$ cat src/rtl/reset_seq_pkg.sv
// Shared state type, default parameters and counter sizing for the staged reset sequencer.
package reset_seq_pkg;

    typedef enum logic [1:0] {
        HOLD     = 2'd0,
        WAIT_RDY = 2'd1,
        GAP      = 2'd2,
        DONE     = 2'd3
    } seq_state_e;

    localparam int DEF_NUM_DOMAINS    = 4;
    localparam int DEF_HOLD_CYCLES    = 16;
    localparam int DEF_STAGE_GAP      = 8;
    localparam int DEF_TIMEOUT_CYCLES = 1024;

    // The one counter serves hold, gap and timeout, so it must reach the largest of the three.
    function automatic int cnt_width(input int hold_c, input int gap_c, input int tmo_c);
        int m;
        m = hold_c;
        if (gap_c > m) m = gap_c;
        if (tmo_c > m) m = tmo_c;
        return $clog2(m + 1);
    endfunction

endpackage

$ cat src/rtl/reset_seq_counter.sv
// Saturating up-counter with synchronous clear and terminal-count compare.
module reset_seq_counter #(
    parameter int W = 4
) (
    input  logic         clk_i,
    input  logic         rst_ni,
    input  logic         clr_i,
    input  logic [W-1:0] term_i,
    output logic         tc_o
);

    logic [W-1:0] cnt_q, cnt_d;

    always_comb begin
        cnt_d = cnt_q;
        if (clr_i) begin
            cnt_d = '0;
        end else if (cnt_q != {W{1'b1}}) begin
            cnt_d = cnt_q + W'(1);
        end
    end

    always_ff @(posedge clk_i or negedge rst_ni) begin
        if (!rst_ni) begin
            cnt_q <= '0;
        end else begin
            cnt_q <= cnt_d;
        end
    end

    assign tc_o = (cnt_q == term_i);

endmodule

$ cat src/rtl/reset_sequencer.sv
// Staged reset-release controller: holds all domains, then releases them in index order as each reports ready.
// Optional feature RESET_SEQ_TIMEOUT_EN: bounded wait for dom_ready with a sticky timeout_err flag.
module reset_sequencer
    import reset_seq_pkg::*;
#(
    parameter int NUM_DOMAINS    = DEF_NUM_DOMAINS,
    parameter int HOLD_CYCLES    = DEF_HOLD_CYCLES,
    parameter int STAGE_GAP      = DEF_STAGE_GAP,
    parameter int TIMEOUT_CYCLES = DEF_TIMEOUT_CYCLES
) (
    input  logic                   clk,
    input  logic                   reset_n,
    input  logic                   sw_rst_req,
    input  logic [NUM_DOMAINS-1:0] dom_ready,
    output logic [NUM_DOMAINS-1:0] dom_rst_n,
    output logic                   seq_done,
    output logic                   timeout_err,
    output logic [((NUM_DOMAINS > 1) ? $clog2(NUM_DOMAINS) : 1)-1:0] cur_domain
);

    localparam int DW = (NUM_DOMAINS > 1) ? $clog2(NUM_DOMAINS) : 1;
    localparam int CW = cnt_width(HOLD_CYCLES, STAGE_GAP, TIMEOUT_CYCLES);
    localparam logic [DW-1:0] LAST_DOM = DW'(NUM_DOMAINS - 1);

    seq_state_e             state_q, state_d;
    logic [NUM_DOMAINS-1:0] dom_q, dom_d;
    logic                   done_q, done_d;
    logic [DW-1:0]          cur_q, cur_d;
    logic                   cnt_clr, cnt_tc;
    logic [CW-1:0]          cnt_term;
    logic                   rdy_seen, advance;
`ifdef RESET_SEQ_TIMEOUT_EN
    logic                   tmo_q, tmo_d, tmo_hit;
`endif

    reset_seq_counter #(.W(CW)) u_counter (
        .clk_i  (clk),
        .rst_ni (reset_n),
        .clr_i  (cnt_clr),
        .term_i (cnt_term),
        .tc_o   (cnt_tc)
    );

    // Mask-based select keeps the index width independent of NUM_DOMAINS.
    assign rdy_seen = |(dom_ready & (NUM_DOMAINS'(1) << cur_q));

    always_comb begin
        state_d  = state_q;
        dom_d    = dom_q;
        done_d   = done_q;
        cur_d    = cur_q;
        cnt_clr  = 1'b0;
        cnt_term = CW'(HOLD_CYCLES - 1);
        advance  = rdy_seen;
`ifdef RESET_SEQ_TIMEOUT_EN
        tmo_d    = tmo_q;
        tmo_hit  = 1'b0;
`endif
        if (sw_rst_req) begin
            state_d = HOLD;
            dom_d   = '0;
            done_d  = 1'b0;
            cur_d   = '0;
            cnt_clr = 1'b1;
        end else begin
            case (state_q)
                HOLD: begin
                    if (cnt_tc) begin
                        state_d = WAIT_RDY;
                        dom_d   = NUM_DOMAINS'(1);
                        cur_d   = '0;
                        cnt_clr = 1'b1;
                    end
                end
                WAIT_RDY: begin
`ifdef RESET_SEQ_TIMEOUT_EN
                    cnt_term = CW'(TIMEOUT_CYCLES - 1);
                    tmo_hit  = !rdy_seen && cnt_tc;
                    advance  = rdy_seen || tmo_hit;
                    tmo_d    = tmo_q || tmo_hit;
`endif
                    if (advance) begin
                        cnt_clr = 1'b1;
                        if (cur_q == LAST_DOM) begin
                            state_d = DONE;
                            done_d  = 1'b1;
                        end else if (STAGE_GAP == 0) begin
                            // No gap: next domain goes out on the same edge the ready is taken.
                            cur_d = cur_q + DW'(1);
                            dom_d = dom_q | (NUM_DOMAINS'(1) << cur_d);
                        end else begin
                            state_d = GAP;
                        end
                    end
                end
                GAP: begin
                    cnt_term = CW'(STAGE_GAP);
                    if (cnt_tc) begin
                        state_d = WAIT_RDY;
                        cur_d   = cur_q + DW'(1);
                        dom_d   = dom_q | (NUM_DOMAINS'(1) << cur_d);
                        cnt_clr = 1'b1;
                    end
                end
                DONE: begin
                    dom_d  = '1;
                    done_d = 1'b1;
                end
                default: state_d = HOLD;
            endcase
        end
    end

    always_ff @(posedge clk or negedge reset_n) begin
        if (!reset_n) begin
            state_q <= HOLD;
            dom_q   <= '0;
            done_q  <= 1'b0;
            cur_q   <= '0;
        end else begin
            state_q <= state_d;
            dom_q   <= dom_d;
            done_q  <= done_d;
            cur_q   <= cur_d;
        end
    end

`ifdef RESET_SEQ_TIMEOUT_EN
    // Sticky across software re-sequence; only the chip reset clears it.
    always_ff @(posedge clk or negedge reset_n) begin
        if (!reset_n) begin
            tmo_q <= 1'b0;
        end else begin
            tmo_q <= tmo_d;
        end
    end
    assign timeout_err = tmo_q;
`else
    assign timeout_err = 1'b0;
`endif

    assign dom_rst_n  = dom_q;
    assign seq_done   = done_q;
    assign cur_domain = cur_q;

endmodule

$ cat config.mk
export PLATFORM = sky130hd
export DESIGN_NAME = reset_sequencer
export DESIGN_NICKNAME = d
export VERILOG_FILES = /design/src/rtl/reset_seq_pkg.sv /design/src/rtl/reset_seq_counter.sv /design/src/rtl/reset_sequencer.sv
export SDC_FILE = /design/constraint.sdc
export NUM_CORES = 1
export LEC_CHECK = 0
export BUFFER_PORTS_ARGS = -buffer_cell sky130_fd_sc_hd__buf_4
export CORE_ASPECT_RATIO = 1.75
export CORE_MARGIN = 3
export CORE_UTILIZATION = 57
export DETAILED_ROUTE_END_ITERATION = 16
export PLACE_DENSITY = 0.83
export SYNTH_ARGS = -nofsm -noshare
export SYNTH_HDL_FRONTEND = slang
export SYNTH_SLANG_ARGS = --single-unit
$ cat constraint.sdc
create_clock -name clk -period 2.35 [get_ports clk]
set_input_delay 0.1175 -clock clk [delete_from_list [all_inputs] [get_ports clk]]
set_output_delay 0.1175 -clock clk [all_outputs]
set_load 0.02 [all_outputs]
### Yosys cells after proc, flatten, opt, wreduce, memory -nomap -nowiden

Cells that the tools add are included.

| storage, ports and cells | value |
|---|---|
| flip-flop bits (word level) | 20 |
| output and inout port bits | 8 |
| logic and storage cells | 59 |

| cells by class | value |
|---|---|
| add/sub/neg operators | 2 |
| equal/unequal tests | 11 |
| shift operators | 2 |
| muxes and demuxes | 25 |
| bitwise operators | 2 |
| reductions and logical operators | 12 |

Operator list:

| kind | count |
|---|---|
| $mux W11 | 3 |
| $mux W2 | 6 |
| $mux W4 | 3 |
| $ne A3 B3 Y1 const B | 4 |
| $pmux W4 S3 | 1 |
| $reduce_and A3 Y1 | 4 |
| $add A11 B1 Y11 const B | 1 |
| $eq A11 B11 Y1 | 1 |
| $ne A11 B11 Y1 const B | 1 |
| $reduce_bool A3 Y1 | 3 |
| $pmux W2 S2 | 2 |
| $shl A1 B2 Y4 const A | 2 |
| $mux W1 | 7 |
| $eq A2 B2 Y1 const B | 3 |
| $and A4 B4 Y4 | 1 |
| $or A4 B4 Y4 | 1 |
| $pmux W1 S2 | 2 |
| $reduce_bool A4 Y1 | 1 |
| $reduce_or A4 Y1 | 1 |
| $mux W3 | 1 |
| $ne A3 B1 Y1 const B | 1 |
| $add A2 B1 Y2 const B | 1 |
| $eq A2 B1 Y1 const B | 1 |
| $logic_not A2 Y1 | 1 |
| 2 further kinds | 2 |

### Depth between registers and ports, before layout

Gate-level depths: netlist of run 1.

| depth | value |
|---|---|
| word-level depth | 8 |
| mapped depth | 8 |

### Hierarchy

From an unflattened synthesis of run 1, not the netlist that was laid out.

| second synthesis, totals | value |
|---|---|
| cell total of the unflattened synthesis | 149 |
| area, all modules | 1402.6 sq um |

Modules (own cells, without submodules):

| module | instances | cells an instance | area each (sq um) |
|---|---|---|---|
| reset_seq_counter | 1 | 79 | 749.5 |
| reset_sequencer | 1 | 70 | 653.1 |

### Least setup slack after synthesis of run 1

OpenSTA, ideal clock, no wires.

| timing path | value |
|---|---|
| path kind | register to register |
| start | register state_q[0] |
| end | register cur_q[1], in the netlist cur_domain[1] |
| arrival | 1.711 ns |
| data required time | 2.255 ns |
| setup slack | 0.543 ns |
| stages on the path, launching flop included | 8 |
| buffers on the path | 1 |
| clock period less this slack | 1.807 ns |
| cells stage by stage | dfrtp_1 > inv_1 > ha_1 > buf_2 > nor4b_4 > a22oi_2 > or4b_1 > o31ai_1 |

| between the ends | value |
|---|---|
| cells in the longest elaborated chain, start to end | 6 |
| elaborated cells between the ends (all ways) | 11 |
| those cells by class | 4 x eq/ne; 4 x mux; 3 x reduce/logical |

Ends and longest elaborated chain:

| element | line | text |
|---|---|---|
| start, declared | reset_sequencer.sv:25 | `seq_state_e state_q, state_d;` |
| start signal, assigned | reset_sequencer.sv:121 | `state_q <= state_d;` |
| $eq A2 B2 Y1 | reset_sequencer.sv:66 | `case (state_q)` |
| $mux W3 | reset_sequencer.sv:66 |  |
| $mux W11 | reset_sequencer.sv:59 | `if (sw_rst_req) begin` |
| $eq A11 B11 Y1 | reset_seq_counter.sv:31 | `assign tc_o = (cnt_q == term_i);` |
| $ne A3 B3 Y1 (no source line) | n/a |  |
| $reduce_and A3 Y1 (no source line) | n/a |  |
| end signal, assigned | reset_sequencer.sv:124 | `cur_q <= cur_d;` |
| end, declared | reset_sequencer.sv:28 | `logic [DW-1:0] cur_q, cur_d;` |

Parallel ways exist; a longest one is shown, timed or not.
A chain may end at the register's enable or synchronous reset.

### Worst setup path after layout of run 1

| timing path | value |
|---|---|
| start | register state_q[0] |
| end | register dom_q[3], in the netlist dom_rst_n[3] |

| between the ends | value |
|---|---|
| cells in the longest elaborated chain, start to end | 6 |
| elaborated cells between the ends (all ways) | 12 |
| those cells by class | 5 x eq/ne; 4 x mux; 3 x reduce/logical |

Ends and longest elaborated chain:

| element | line | text |
|---|---|---|
| $eq A2 B2 Y1 | reset_sequencer.sv:66 |  |
| $mux W3 | reset_sequencer.sv:66 |  |
| $mux W11 | reset_sequencer.sv:59 |  |
| $eq A11 B11 Y1 | reset_seq_counter.sv:31 |  |
| $ne A3 B3 Y1 (no source line) | n/a |  |
| $reduce_and A3 Y1 (no source line) | n/a |  |
| end signal, assigned | reset_sequencer.sv:122 | `dom_q <= dom_d;` |
| end, declared | reset_sequencer.sv:26 | `logic [NUM_DOMAINS-1:0] dom_q, dom_d;` |

Parallel ways exist; a longest one is shown, timed or not.

==> impl_results.md, run 1 <==
* Initial antenna violation count at 0
* WP data required at around 2600 ps
* Diode count at 0
* Avg WL per Cell at 16.8 um
* Largest net degree at the start of global routing at 21
* Power Density at 424 nW/um^2
* CP peak stage delay at 440 ps
* Port bufs at 13
* Worst min-delay path category: primary input to flip-flop
* Final WL at 2.97 mm
* # setup viols final at 0
* Post-synth EDFFs at 0
* CTS tree: built
* FF-to-FF setup slack at 290 ps
* Syn. warnings at 0
* RSZ-0062 raised after global routing: false
* Yosys reg bits at 20
* Vias at roughly 1100
* Share of post-route cells with drive strength above 1 at 17.6%
* Initial core utilization at 60.6%
* Num CTS Buffers at 3
* Clk pin slew, worst setup/hold paths at 120 ps
* Sequential share of the synthesized area at 38.5%
* Kind of critical path: flip-flop to flip-flop
* Final Non-Filler Cells at roughly 180
* Io pins at 15
* Cts repair resizes at 0
* CTS root buf: clkbuf_4
* Dpl cells at 172
* Max Fclk at 486 MHz
* WHS at 32.5 ps
* Maximum vdd drop at 0.441 mV
* Nets at 170
* Crit path cell chain: inv_1 -> ha_1 -> and4b_1 -> o211ai_1 -> a21oi_1 -> a211oi_1
* Drt drc at 0
* DR pass1 iterations at 4
* Yosys cell types at 43
* Post-Syn Area per Cell at roughly 9.4 sq um
* Filler cells at between 150 and 200
* Critical path arrival at between 2000 and 2500 ps
* Total gr overflow at 0
* Initial drt markers at 30
* Clk sinks at 20
* Status: complete, no violations
* Share of flip-flops with an asynchronous set or reset at 100%
* H-tree levels at 1
* CP Buf/Inv Count at 1
* Leakage at 0.624 nW
* Worst-path maximum fanout at 9
* Top delay family on crit path: compound AO/OA/AOI/OAI gates
* Via density at 6.33
* Routability cong. at roughly 0.87
* First-pass GRT wire length at 5.11 mm
* Std-Cell Rows at 22
* Final hold violation count at 0
* Post-layout minimum cycle time at 2060 ps
* Number of global-route vias before repair at between 1000 and 1500
* Syn Inst Count at 139
* Critical Path Slowest Stage Cell: dfrtp_1
* Post-Syn Area at 1300 sq um
* Final ANT Viol Nets at 0
* Maxcap violations at 0
* Area Overhead vs Synth at 11.3%
* Final Util at 67.5%
* Core ar. at 2150 sq um
* Die X at around 42 um
* Clk Latency, worst-skew pair at 310 ps
* Clock Path Buffers at 2
* Die span in y at 69.2 um
* Net Count, Synth at 155
* Post-DP HPWL at around 2.2 mm
* Layout Skew at 1.50 ps
* GRT Total Usage at 22.1%
* Post-route setup TNS at 0 ps
* Die footprint at 2910 sq um
* Crit path launch type: flip-flop
* Worst Setup End Kind: flip-flop
* Fin. max-slew vios at 0
* Tcrit/Tclk final at 87.5%
* Post-synth top flop: dfrtp_1
## metrics by stage
| step | setup slack (ps) | area (sq um) | power (mW) |
|---|---|---|---|
| 3_3_place_gp | 441 | 1400 | 0.408 |
| 3_5_place_dp | 344 | 1400 | 0.409 |
| 2_1_floorplan | 543 | 1300 | 0.387 |
| 5_1_grt | 171 | 1450 | 0.638 |
| 6_report | 294 | 1450 | 0.615 |
| 4_1_cts | 318 | 1450 | 0.615 |
## layer usage
| layer | GRT usage, % | wire length [um] | vias up |
|---|---|---|---|
| met4 | 11.8 | 82 | 0 |
| met5 | 0 | 0 | - |
| met1 | 25.4 | 1120 | 536 |
| met3 | 2.08 | 103 | 11 |
| met2 | 39.1 | 1670 | 39 |
| li1 | - | - | 535 |
## worst paths after layout
path,startpoint,cells past startpoint,endpoint
hold reg to reg,dom_rst_n[0],2,dom_rst_n[0]
setup reg to reg,state_q[0],6,dom_rst_n[3]
setup / recovery,state_q[0],6,dom_rst_n[3]
hold / removal,sw_rst_req,2,seq_done
max in group asynchronous,reset_n,2,dom_rst_n[1]
min in group asynchronous,reset_n,2,seq_done
## cells in the final DEF, fill, tap and decap left out, types with 3 or more instances in the layout
cell / netlist / final
buf_4: 2 / 15
inv_1: 10 / 10
o21ai_0: 3 / 3
nand2_1: 6 / 6
nor3b_1: 3 / 3
a31oi_1: 4 / 4
dfrtp_1: 20 / 20
clkbuf_4: 0 / 3
a21oi_1: 5 / 5
ha_1: 9 / 9
nor2_1: 22 / 22
nand4_1: 4 / 4
a211oi_1: 6 / 6
nand3_1: 3 / 3
nor3_1: 4 / 4
## worst register-to-register path: stages, from the launching register on
cell	delay (ps)
dfrtp_1	440
inv_1	150
ha_1	330
and4b_1	260
o211ai_1	280
a21oi_1	180
a211oi_1	320
## flip-flops by register name, summed over array words and instances, names as in the netlist
name             cells
cur_domain           2
dom_rst_n            4
seq_done             1
state_q              2
u_counter.cnt_q     11
## synth_stat cells (2+ instances only)
cell type  count  area share (%)
a21oi_1        5             1.9
buf_2          3             1.2
a31oi_1        4             1.9
o21ai_0        3             1.2
o31ai_1        2             1.2
a211oi_1       6             3.5
ha_1           9             8.7
inv_1         10             2.9
o211ai_1       2             1.2
nor2_1        22             6.3
and3_1         2            0.96
nor3_1         4             1.5
buf_4          2             1.2
a22o_1         2             1.3
nand2_1        6             1.7
nand3_1        3             1.2
nand4_1        4             1.9
a311oi_1       2             1.3
mux2i_1        2             1.5
nor2b_1        2            0.96
nor3b_1        3             1.7
dfrtp_1       20              38
## report_power, final
part,leakage (nW),internal [mW],switching [mW]
logic,0.326,0.0185,0.0288
registers,0.277,0.348,0.00901
clock network,0.0210,0.0948,0.115
total,0.624,0.461,0.153
## layout make-up
| class | count | area, sq um | area share (%) |
|---|---|---|---|
| well taps | 24 | 30.0 | 2.07 |
| inverters | 10 | 37.5 | 2.59 |
| clock buffers | 4 | 36.3 | 2.50 |
| flip-flops and latches | 20 | 500 | 34.5 |
| multi-input cells | 103 | 722 | 49.8 |
| repair buffers | 16 | 123 | 8.46 |
## timing repair
action	in CTS	in global routing
hold buffers	1	0
hold endpoints to repair	20	0
setup endpoints to repair	0	0
buffers inserted	0	0
## cell families after synthesis
family | Yosys count | synth area share (%)
AOI/OAI and AO/OA | 34 | 19.4
xor gates and xnor gates | 1 | 0.673
adders and majority gates | 9 | 8.65
buffers and inverters | 16 | 6.06
DFF | 20 | 38.5
muxes | 2 | 1.54
other | 1 | 0.288
and+or+nand+nor | 56 | 24.9
(Power assumes the default switching activity.)
==> inputs of run 2 (changes only) <==
--- a/config.mk
+++ b/config.mk
@@ -6,11 +6,11 @@
 export NUM_CORES = 1
 export LEC_CHECK = 0
 export BUFFER_PORTS_ARGS = -buffer_cell sky130_fd_sc_hd__buf_4
-export CORE_ASPECT_RATIO = 1.75
+export CAP_MARGIN = 0
 export CORE_MARGIN = 3
-export CORE_UTILIZATION = 57
+export CORE_UTILIZATION = 61
 export DETAILED_ROUTE_END_ITERATION = 16
-export PLACE_DENSITY = 0.83
+export PLACE_DENSITY = 0.91
 export SYNTH_ARGS = -nofsm -noshare
 export SYNTH_HDL_FRONTEND = slang
 export SYNTH_SLANG_ARGS = --single-unit
==> constraint.sdc (replaced) <==
create_clock -name clk -period 2.55 [get_ports clk]
set_input_delay 0.1275 -clock clk [delete_from_list [all_inputs] [get_ports clk]]
set_output_delay 0.1275 -clock clk [all_outputs]
set_load 0.02 [all_outputs]
==> run 2 against run 1 <==
Non-clock buffer count fell by 1. Sequential share of layout area rose by 0.090 points. Sequential power fell by 7.3%. Highest routed layer unchanged. First-iteration DRC count did not move. Die area fell by 6.6%.
==> impl_results.md, run 2 (synthesized netlist as in run 1, its figures left out) <==
* Setup WS pre-CTS at 580 ps
* Clk pin slew, worst setup/hold paths at around 120 ps
* Num CTS Buffers at 3
* CTS tree: built
* Flip-flop count of the largest register after layout at 11
* Layout Skew at 8.64 ps
* Initial drt markers at 30
* Multi-input logic area at 722 sq um
* Post-DP HPWL at about 2.1 mm
* Final ANT Viol Nets at 0
* First-pass GRT wire length at roughly 4.7 mm
* Port bufs at 13
* Most frequent cells in the layout: nor2_1 (22), dfrtp_1 (20), buf_4 (14), inv_1 (10), ha_1 (9)
* Final Non-Filler Cells at approximately 180
* Nets at roughly 170
* Clock Path Buffers at 2
* CP Buf/Inv Count at 1
* Worst-path maximum fanout at 9
* Post-route setup TNS at 0 ps
* CP peak stage delay at 530 ps
* Worst min-delay path category: primary input to flip-flop
* Filler cells at 146
* Initial antenna violation count at 0
* H-tree levels at 1
* Crit path launch type: flip-flop
* Max Fclk at 497 MHz
* Initial core utilization at approximately two thirds
* Commonest non-fill, non-tap cell in the layout: nor2_1
* Worst hold path startpoint: sw_rst_req
* Status: complete, no violations
* Cell depth of the worst flop-to-flop path at 6
* Reg2Reg Launch Point: state_q[0]
* Power Density at 382 nW/um^2
* Maximum vdd drop at 0.338 mV
* DR pass1 iterations at 4
* Critical Path Slowest Stage Cell: or4b_1
* Post-Place Cell Area at approximately 1400 sq um
* Drt drc at 0
* Diode count at 0
* GRT Total Usage at 23.2%
* Clk Latency, worst-skew pair at 300 ps
* Io pins at 15
* CTS root buf: clkbuf_4
* Biggest register: u_counter.cnt_q
* Tcrit/Tclk final at 79.0%
* Routability cong. at 0.834
* Top delay family on crit path: simple AND/OR/NAND/NOR gates
* Final hold violation count at 0
* Number of global-route vias before repair at 1105
* Vias at approximately 1100
* Die span in y at 52.2 um
* Maxcap violations at 0
* WP data required at ~2800 ps
* Storage cell area at 500 sq um
* Kind of critical path: flip-flop to flip-flop
* Total gr overflow at 0
* Worst Setup End Kind: flip-flop
* Fin. max-slew vios at 0
* Area Overhead vs Synth at 11.1%
* RSZ-0062 raised after global routing: false
* Hold Path Stages at 2
* Leakage at 0.619 nW
* Std-Cell Rows at 16
* Crit path cell chain: inv_1 -> ha_1 -> nor4b_4 -> a22oi_2 -> or4b_1 -> o31ai_1
* Reg-to-Reg End: cur_domain[1]
* Final WL at 2.86 mm
* Avg WL per Cell at 16.0 um
* Dpl cells at roughly 170
* Critical path arrival at 2230 ps
* FF-to-FF setup slack at 540 ps
* Via density at 6.23
* End of the worst hold path: seq_done
* Finished Cell Area at 1450 sq um
* Share of post-route cells with drive strength above 1 at approximately 17%
* Die X at 52.2 um
* Post-layout minimum cycle time at 2010 ps
* Setup WS post-layout at 536 ps
* Largest net degree at the start of global routing at 21
* Die footprint at 2720 sq um
* Core ar. at roughly 2000 sq um
* Clk sinks at 20
* # setup viols final at 0
* Cts repair resizes at 0
==> run 2: how the worst max path moves through the flow <==
| stage | from | to | slack, ps | depth (start not counted) |
|---|---|---|---|---|
| global placement | state_q[0] | cur_domain[1] | 670 | 6 |
| finish | state_q[0] | cur_domain[1] | 540 | 6 |
| CTS | state_q[0] | cur_domain[1] | 550 | 6 |
| floorplan | state_q[0] | cur_domain[1] | 740 | 7 |
| detailed placement | state_q[0] | cur_domain[1] | 580 | 6 |
| global route | u_counter.cnt_q[1] | u_counter.cnt_q[7] | 400 | 5 |
==> run 2: power by group <==
part	leakage [nW]	internal [mW]	switching [mW]
combinational	0.321	0.0157	0.0233
clock	0.0210	0.0869	0.0951
sequential	0.277	0.321	0.0107
==> run 2: layout make-up <==
| cell class | instances | share of cell area (%) |
|---|---|---|
| multi-input combinational | 103 | 50.0 |
| timing repair buffer | 15 | 7.97 |
| clock buffer | 4 | 2.51 |
| inverter | 10 | 2.60 |
| sequential | 20 | 34.6 |
| tap | 27 | 2.34 |
==> run 2: stage by stage <==
step	power [mW]	util, %	hold WS, ps
2_1_floorplan	0.357	-	-168
3_3_place_gp	0.372	70.6	19.2
3_5_place_dp	0.375	70.6	23.8
4_1_cts	0.557	72.9	47.8
5_1_grt	0.576	72.9	42.2
6_report	0.552	72.9	52.4
==> run 2: per-layer routing <==
| layer | track usage [%] | wire length, um | vias to the layer above |
|---|---|---|---|
| met4 | 14.0 | 70 | 0 |
| met1 | 25.0 | 1190 | 544 |
| li1 | - | - | 530 |
| met3 | 3.70 | 100 | 9 |
| met2 | 41.8 | 1500 | 32 |
| met5 | 0 | 0 | - |
==> run 2: worst register-to-register path: cells and delay by family (launching register included) <==
family | cells | cell delay [ps]
AND/OR/NAND/NOR | 2 | 820
flip-flops | 1 | 430
AO/OA/AOI/OAI | 2 | 220
buffers and inverters | 1 | 130
adder cells (fa/ha/maj) | 1 | 330
==> run 2: what timing repair did <==
item,CTS,global route
buffers inserted,0,0
hold endpoints to repair,20,0
hold buffers,1,0
==> inputs of run 3 (changes only) <==
--- a/config.mk
+++ b/config.mk
@@ -7,10 +7,11 @@
 export LEC_CHECK = 0
 export BUFFER_PORTS_ARGS = -buffer_cell sky130_fd_sc_hd__buf_4
 export CAP_MARGIN = 0
+export CORE_ASPECT_RATIO = 1.75
 export CORE_MARGIN = 3
-export CORE_UTILIZATION = 61
+export CORE_UTILIZATION = 57
 export DETAILED_ROUTE_END_ITERATION = 16
-export PLACE_DENSITY = 0.91
+export PLACE_DENSITY = 0.86
 export SYNTH_ARGS = -nofsm -noshare
 export SYNTH_HDL_FRONTEND = slang
 export SYNTH_SLANG_ARGS = --single-unit
==> constraint.sdc (replaced) <==
create_clock -name clk -period 1.99 [get_ports clk]
set_input_delay 0.0995 -clock clk [delete_from_list [all_inputs] [get_ports clk]]
set_output_delay 0.0995 -clock clk [all_outputs]
set_load 0.02 [all_outputs]
==> run 3 against run 2 <==
Design area rose by 2.5%. Non-clock buffer count is 2 higher. Maximum frequency grew 7.8%. Cell count fell by 0.56%. Sequential power rose by 28%. Clock skew shrank 5.6 ps. First-iteration DRC count grew 6.7%. Via count is 0.99% lower. Critical path type unchanged.
==> impl_results.md, run 3 (synthesized netlist as in run 1, its figures left out) <==
* Biggest register: u_counter.cnt_q
* Worst Setup End Kind: flip-flop
* Most frequent cells in the layout: nor2_1 (22), dfrtp_1 (19), buf_4 (16), inv_1 (9), ha_1 (8)
* RSZ-0062 raised after global routing: false
* Worst min-delay path category: primary input to flip-flop
* Post-Place Cell Area at 1410 sq um
* Clk pin slew, worst setup/hold paths at 120 ps
* Power Total at 0.806 mW
* CP peak stage delay at 530 ps
* Initial drt markers at 32
* Tcrit/Tclk final at 93.9%
* Total gr overflow at 0
* Clk sinks at 20
* Power Density at 544 nW/um^2
* Routability cong. at around 0.85
* First-pass GRT wire length at between 4 and 5 mm
* Seq pwr share at 52.6%
* WP data required at roughly 2200 ps
* Share of post-route cells with drive strength above 1 at 20.8%
* Via density at 6.20
* Final WL at between 2 and 3 mm
* Commonest non-fill, non-tap cell in the layout: nor2_1
* Critical Path Slowest Stage Cell: or4b_1
* Storage cell area at between 500 and 600 sq um
* P_int at between 0.6 and 0.7 mW
* Maximum vdd drop at 0.668 mV
* Cell depth of the worst flop-to-flop path at 6
* CP Buf/Inv Count at 1
* GRT Total Usage at 20.6%
* Leakage at approximately 0.64 nW
* Layout Skew at around 3.1 ps
* Crit path cell chain: inv_2 -> ha_2 -> nor4b_4 -> a22oi_2 -> or4b_1 -> o31ai_1
* Sw Pwr at 0.171 mW
* Fin. max-slew vios at 0
* Drt drc at 0
* DR pass1 iterations at 4
* Initial antenna violation count at 0
* Post-route setup TNS at 0 ps
* Num CTS Buffers at 3
* Post-DP HPWL at 2.15 mm
* Clk Latency, worst-skew pair at around 300 ps
* Largest net degree at the start of global routing at 21
* Diode count at 0
* # setup viols final at 0
* Number of global-route vias before repair at 1146
* Nets at 171
* Reg2Reg Launch Point: state_q[0]
* Switching share of power at around a fifth
* Top delay family on crit path: simple AND/OR/NAND/NOR gates
* Worst-path maximum fanout at 4
* Hold Path Stages at 2
* Filler cells at 164
* Post-CTS setup buffers at 0
* H-tree levels at 1
* Maxcap violations at 0
* Crit path launch type: flip-flop
* Area Overhead vs Synth at 13.8%
* Finished Cell Area at 1480 sq um
* Io pins at 15
* FF-to-FF setup slack at 120 ps
* Worst hold path startpoint: sw_rst_req
* Setup WS post-layout at 122 ps
* CTS root buf: clkbuf_4
* Final ANT Viol Nets at 0
* Multi-input logic area at 729 sq um
* Final hold violation count at 0
* Core ar. at roughly 2100 sq um
* Die X at between 40 and 50 um
* Kind of critical path: flip-flop to flip-flop
* Post-layout minimum cycle time at 1870 ps
* Clock Path Buffers at 2
* Clock network fraction of design power at 41.3%
* Critical path arrival at 2080 ps
* Avg WL per Cell at 15.6 um
* Die span in y at about 69 um
* CTS tree: built
* Initial core utilization at 60.6%
* Gate power share at 6.2%
* Port bufs at 13
* Status: complete, no violations
* End of the worst hold path: state_q[0]
* Std-Cell Rows at 22
* Max Fclk at 535 MHz
* Die footprint at 2910 sq um
* Flip-flop count of the largest register after layout at 11
* Setup WS pre-CTS at 102 ps
* Reg-to-Reg End: cur_domain[1]
* Worst slew margin at 67.1%
* Worst slew pin tran at 481 ps
* Vias at 1104
==> run 3: what timing repair did <==
action / in CTS / in global routing
resized for setup: 0 / 4
setup endpoints to repair: 0 / 7
hold buffers: 1 / 0
hold endpoints to repair: 20 / 0
==> run 3: cell type report <==
type / count / share of cell area [%]
Inverter: 10 / 2.53
Clock buffer: 3 / 1.52
Clock inverter: 1 / 2.03
Tap cell: 24 / 2.03
Sequential cell: 20 / 33.9
Timing Repair Buffer: 17 / 8.78
Multi-Input combinational cell: 103 / 49.2
==> run 3: worst max path at each step <==
stage                  startpoint                 end  depth (start not counted)
3_3_place_gp        cur_domain[0]  u_counter.cnt_q[9]                          7
5_1_grt        u_counter.cnt_q[0]  u_counter.cnt_q[3]                          5
2_1_floorplan          state_q[0]       cur_domain[1]                          7
6_report               state_q[0]       cur_domain[1]                          6
3_5_place_dp           state_q[0]       cur_domain[1]                          6
4_1_cts                state_q[0]        dom_rst_n[0]                          6
==> run 3: worst register-to-register path, delay by kind of cell, from the launching register on <==
kind,cells,cell delay [ps]
compound gates,2,230
fa+ha+maj,1,210
buf+inv,1,110
flops,1,440
simple gates,2,780
==> run 3: layer usage <==
layer | track usage [%] | vias to the layer above | wire length [um]
met2 | 38.3 | 25 | 1530
met1 | 21.9 | 532 | 1080
li1 | - | 537 | -
met5 | 0 | - | 0
met4 | 11.1 | 0 | 102
met3 | 1.82 | 10 | 73
==> run 3: metrics by stage <==
stage	instances	hold slack [ps]	utilization, %
floorplan	139	-196	-
global placement	173	-9.04	65.7
detailed placement	173	-2.90	65.7
CTS	178	6.01	68.6
global route	178	9.13	69.0
finish	178	25.5	69.0
==> run 3: power groups by stage <==
stage / clock network [mW] / registers [mW] / logic [mW]
2_1_floorplan: 0 / 0.427 / 0.0297
3_3_place_gp: 0 / 0.431 / 0.0469
3_5_place_dp: 0 / 0.431 / 0.0486
4_1_cts: 0.339 / 0.424 / 0.0503
5_1_grt: 0.358 / 0.425 / 0.0565
6_report: 0.333 / 0.424 / 0.0496
